==> src/rtl/sync_level_filter.sv <==
`timescale 1ns/1ps
// Deglitches an already-synchronized level: a change is accepted after FILTER_LEN consecutive samples; emits rise/fall pulses.
// Optional accepted-rise counter edge_cnt is compiled in by defining SYNC_LEVEL_FILTER_EDGE_CNT_EN.
module sync_level_filter #(
    parameter int FILTER_LEN = 4,
    parameter int EDGE_CNT_W = 16
) (
    input  logic                  clk_dest,
    input  logic                  rst_dest_n,
    input  logic                  level_in,
    input  logic                  cnt_clr,
    output logic                  level_filt,
    output logic                  pulse_rise,
    output logic                  pulse_fall,
    output logic [EDGE_CNT_W-1:0] edge_cnt
);

    generate
        if (FILTER_LEN < 2 || FILTER_LEN > 255) begin : g_bad_len
            $error("sync_level_filter: FILTER_LEN must be within 2..255");
        end
    endgenerate

    localparam logic [1:0] STABLE_LOW  = 2'd0;
    localparam logic [1:0] CHECK_HIGH  = 2'd1;
    localparam logic [1:0] STABLE_HIGH = 2'd2;
    localparam logic [1:0] CHECK_LOW   = 2'd3;

    localparam logic [7:0] RUN_LAST = 8'(FILTER_LEN - 1);

    logic [1:0] state;
    logic [7:0] run_cnt;
    logic       rise_accept;
    logic       fall_accept;

    assign rise_accept = (state == CHECK_HIGH) && level_in  && (run_cnt == RUN_LAST);
    assign fall_accept = (state == CHECK_LOW)  && !level_in && (run_cnt == RUN_LAST);

    always_ff @(posedge clk_dest or negedge rst_dest_n) begin
        if (!rst_dest_n) begin
            state      <= STABLE_LOW;
            run_cnt    <= 8'd0;
            level_filt <= 1'b0;
            pulse_rise <= 1'b0;
            pulse_fall <= 1'b0;
        end else begin
            // Pulses are single-cycle by construction: cleared unless this edge accepts a change.
            pulse_rise <= 1'b0;
            pulse_fall <= 1'b0;
            case (state)
                STABLE_LOW: begin
                    if (level_in) begin
                        state   <= CHECK_HIGH;
                        run_cnt <= 8'd1;
                    end
                end
                CHECK_HIGH: begin
                    if (!level_in) begin
                        state   <= STABLE_LOW;
                        run_cnt <= 8'd0;
                    end else if (rise_accept) begin
                        state      <= STABLE_HIGH;
                        run_cnt    <= 8'd0;
                        level_filt <= 1'b1;
                        pulse_rise <= 1'b1;
                    end else begin
                        run_cnt <= run_cnt + 8'd1;
                    end
                end
                STABLE_HIGH: begin
                    if (!level_in) begin
                        state   <= CHECK_LOW;
                        run_cnt <= 8'd1;
                    end
                end
                CHECK_LOW: begin
                    if (level_in) begin
                        state   <= STABLE_HIGH;
                        run_cnt <= 8'd0;
                    end else if (fall_accept) begin
                        state      <= STABLE_LOW;
                        run_cnt    <= 8'd0;
                        level_filt <= 1'b0;
                        pulse_fall <= 1'b1;
                    end else begin
                        run_cnt <= run_cnt + 8'd1;
                    end
                end
                default: begin
                    state   <= STABLE_LOW;
                    run_cnt <= 8'd0;
                end
            endcase
        end
    end

`ifdef SYNC_LEVEL_FILTER_EDGE_CNT_EN
    // A clear coinciding with an accepted rise still counts that rise.
    always_ff @(posedge clk_dest or negedge rst_dest_n) begin
        if (!rst_dest_n) begin
            edge_cnt <= '0;
        end else if (cnt_clr) begin
            edge_cnt <= {{(EDGE_CNT_W-1){1'b0}}, rise_accept};
        end else if (rise_accept) begin
            edge_cnt <= edge_cnt + 1'b1;
        end
    end
`else
    logic unused_cnt_clr;
    assign unused_cnt_clr = cnt_clr;
    assign edge_cnt       = '0;
`endif

endmodule

==> config.mk <==
export PLATFORM = sky130hd
export DESIGN_NAME = sync_level_filter
export DESIGN_NICKNAME = d
export VERILOG_FILES = /design/src/rtl/sync_level_filter.sv
export SDC_FILE = /design/constraint.sdc
export NUM_CORES = 1
export LEC_CHECK = 0
export CAP_MARGIN = 25
export CORE_AREA = 2 2 45 47
export DETAILED_ROUTE_END_ITERATION = 16
export DIE_AREA = 0 0 47 49
export GPL_ROUTABILITY_DRIVEN = 0
export HOLD_SLACK_MARGIN = 0.1
export PLACE_DENSITY = 0.77
export SYNTH_ARGS = -nofsm -noshare
export SYNTH_HDL_FRONTEND = slang
export SYNTH_SLANG_ARGS = --single-unit
==> constraint.sdc <==
create_clock -name clk_dest -period 2.15 [get_ports clk_dest]
set_input_delay 0.5375 -clock clk_dest [delete_from_list [all_inputs] [get_ports clk_dest]]
set_output_delay 0.5375 -clock clk_dest [all_outputs]
set_load 0.02 [all_outputs]
==> impl_metrics.yaml, run 1 <==
floorplan:
  die_h_um: 49
  die-area_um2: 2300
  num_rows: 16
  initial_core_util: 0.434
  top_level_ports: 23
  core_area_um2: 1840
  die_x_um: 47
timing:
  fmax_mhz: 508
  grt_setup_unrepaired: "false"
  max_slew_margin: 0.626
  setup_violations: 0
  fin_crit_ns: 1.97
  finalHoldViolCount: 0
  finalClockSkew_ns: 0.000960
  setup_ws_ns: 0.183
  setup_tns_ns: 0
  finalCritPeriodShare: 0.915
  worst_slew_pin_slew_ns: 0.559
  slew_viol_final: 0
  fin_hold_ws_ns: 0.536
worst_setup_path:
  start_kind: "flip-flop"
  path_class: "reg2reg"
  crit_arrival_ns: 2.14
  crit_family: "simple AND/OR/NAND/NOR gates"
  slowest_delay_ns: 0.48
  crit_path_max_fanout: 8
  crit_slowest_cell: "nor4_4"
  required_ns: 2.32
  cp.buffers_inverters: 0
  endpoint_kind: "flip-flop"
  path_cells: "ha_1, or2b_1, nor4_4, nor2_2, a221o_1"
cts:
  htreeDepth: 1
  postCtsResizedCells: 0
  cts_made_buffers: 3
  cts_setup_buffers: 0
  hold_buffers: 0
  cts.clk_slew.worst_paths_ns: 0.08
  cts-root-buf: "clkbuf_4"
  clk_path_buf_depth: 2
  cts_tree: "built"
  clock_sinks: 13
  clock_latency_ns: 0.28
pwr:
  combPwrFrac: 0.356
  p_leak_nw: 0.390
  clkPwrFrac: 0.200
  seqPwrFrac: 0.443
  power_switching_share: 0.390
  peakVddDrop_v: 0.000518
  p_per_area_nw_per_um2: 912
  p_int_mw: 0.475
  totalPowerFinal_mw: 0.778
  switching_power_mw: 0.304
place:
  dpl_worst_slack_ns: 0.153
  hpwl_um: 958
  placed_cell_area_um2: 827
  io_buffers: 5
global_routing:
  grt_pass1_wl_um: 2220
  gr-usage-all-layers: 0.136
  grt_max_degree: 14
  antenna_found_initial: 0
  overflow: 0
  grt_pass1_vias: 494
final_layout:
  drive_gt1_frac: 0.138
  n_antenna_cell: 0
  fin_nets: 93
  fillCellCount: 180
  seq_area_um2: 325
  design_area_um2: 853
  multi_input_area_um2: 407
  syn_to_final_growth_pct: 6.73
min_path:
  min_path_type: "reg2reg"
logic_synthesis:
  synth_top_area_frac: 0.407
  synth.area.top_cells: "dfrtp_1 41%, buf_4 15%, a22o_2 3.8%, a21o_1 2.8%, nor4_4 2.7%"
  synth_cells: 78
  synth_top_area_cell: "dfrtp_1"
  synth_area_per_cell_um2: 10.3
  seq_area_frac_synth: 0.407
  ys_warn_count: 0
  synth_cell_types: 32
  synth_seq_cells: 13
  syn-cell-area_um2: 800
drt:
  drtIter0Drc: 6
  routed_wl_um: 1270
  num_vias: 545
  wl_per_cell_um: 11.1
  ant_nets: 0
  via_per_inst: 4.78
  route.detailed.drc: 0
  firstDrtPassIters: 4
flow_run:
  maxCapViolations: 0
status:
  outcome: "complete, no violations"
kinds of logic (layout without fill, tap and decap cells):
kind of cell,Yosys count,after routing,share of synthesized area
AND/OR/NAND/NOR,23,23,0.183
AO/OA/AOI/OAI,18,18,0.172
buffers and inverters,17,11,0.155
flip-flops,13,13,0.407
XOR/XNOR,4,4,0.0438
adder cells (fa/ha/maj),1,1,0.0156
other,1,16,0.00469
multiplexers,1,1,0.0188
power by group through the flow:
stage	Clock, mW	Combinational [mW]	Sequential [mW]
floorplan	0	0.239	0.341
global placement	0	0.270	0.345
detailed placement	0	0.278	0.349
CTS	0.164	0.279	0.343
global route	0.170	0.311	0.353
finish	0.156	0.277	0.345
flip-flops by register name, summed over array words and instances (netlist names), named ones only:
name / flops
run_cnt: 8
level_filt: 1
pulse_fall: 1
pulse_rise: 1
state: 1
per-layer routing:
metal  share of wire  track usage  vias up
met5               0            0        -
met4           0.039       0.0972        0
met3           0.033       0.0222        5
met2            0.46        0.194       14
met1            0.46        0.180      260
li1                -            -      266
cell usage in the layout, fill, tap and decap left out, types with 2 or more instances in the layout:
cell,netlist,final
dfrtp_1,13,13
or3_1,2,2
clkdlybuf4s50_1,0,5
xor2_1,2,2
a22o_2,3,3
o21ai_0,3,3
nor3_1,4,4
clkbuf_4,0,3
nand2_1,4,4
xnor2_1,2,2
nand3_1,4,4
conb_1,1,16
a211oi_1,2,2
a21o_1,3,3
cell usage after synthesis:
cell type  instances
inv_1              1
nand3_1            4
o21ai_2            1
a21boi_0           1
o21ai_0            3
nor2_1             1
conb_1             1
o21a_1             1
or2b_1             1
o21bai_1           1
xor2_1             2
xnor2_1            2
nor2_2             1
a22o_2             3
a211o_1            1
nor3b_1            1
ha_1               1
nor4b_1            1
nor4_1             1
or3_4              1
a21oi_1            1
nor4_4             1
a211oi_1           2
mux2_4             1
a21o_1             3
dfrtp_1           13
buf_4             16
and2_1             1
or3_1              2
nand2_1            4
nor3_1             4
a221o_1            1
stage by stage:
| stage | std cells | util |
|---|---|---|
| global route | 114 | 0.463 |
| finish | 114 | 0.463 |
| global placement | 110 | 0.449 |
| detailed placement | 110 | 0.449 |
| CTS | 114 | 0.463 |
| floorplan | 93 | - |
worst reg2reg max path, delay by kind of cell (launching register included):
family	cells	cell delay (ns)
simple gates	3	0.90
compound gates	1	0.32
fa+ha+maj	1	0.23
flops	1	0.41
cell type report:
type                       instances  share of cell area
multi-input combinational         63               0.477
sequential                        13               0.381
timing repair buffer               6              0.0674
tap                               27              0.0396
clock buffer                       4              0.0308
inverter                           1             0.00440
worst paths after layout:
kind | start | slack, ns | cells after the start | end
worst max-delay path | run_cnt[0] | 0.18 | 5 | run_cnt[3]
worst max register to register | run_cnt[0] | 0.18 | 5 | run_cnt[3]
worst min register to register | level_filt | 0.54 | 1 | level_filt
min in group asynchronous | rst_dest_n | 0.61 | 1 | pulse_rise
max in group asynchronous | rst_dest_n | 1.18 | 1 | run_cnt[6]
worst min-delay path | level_filt | 0.54 | 1 | level_filt
Note: power is estimated with default switching activity, not from simulation.
==> run 2: changes to the inputs <==
MAX_ROUTING_LAYER = met4   (was unset)
==> results of run 2 <==
No change in the layout: final DEF, timing and power equal those of run 1.
Among the figures that moved: overall routing resource usage 0.136 -> 0.140
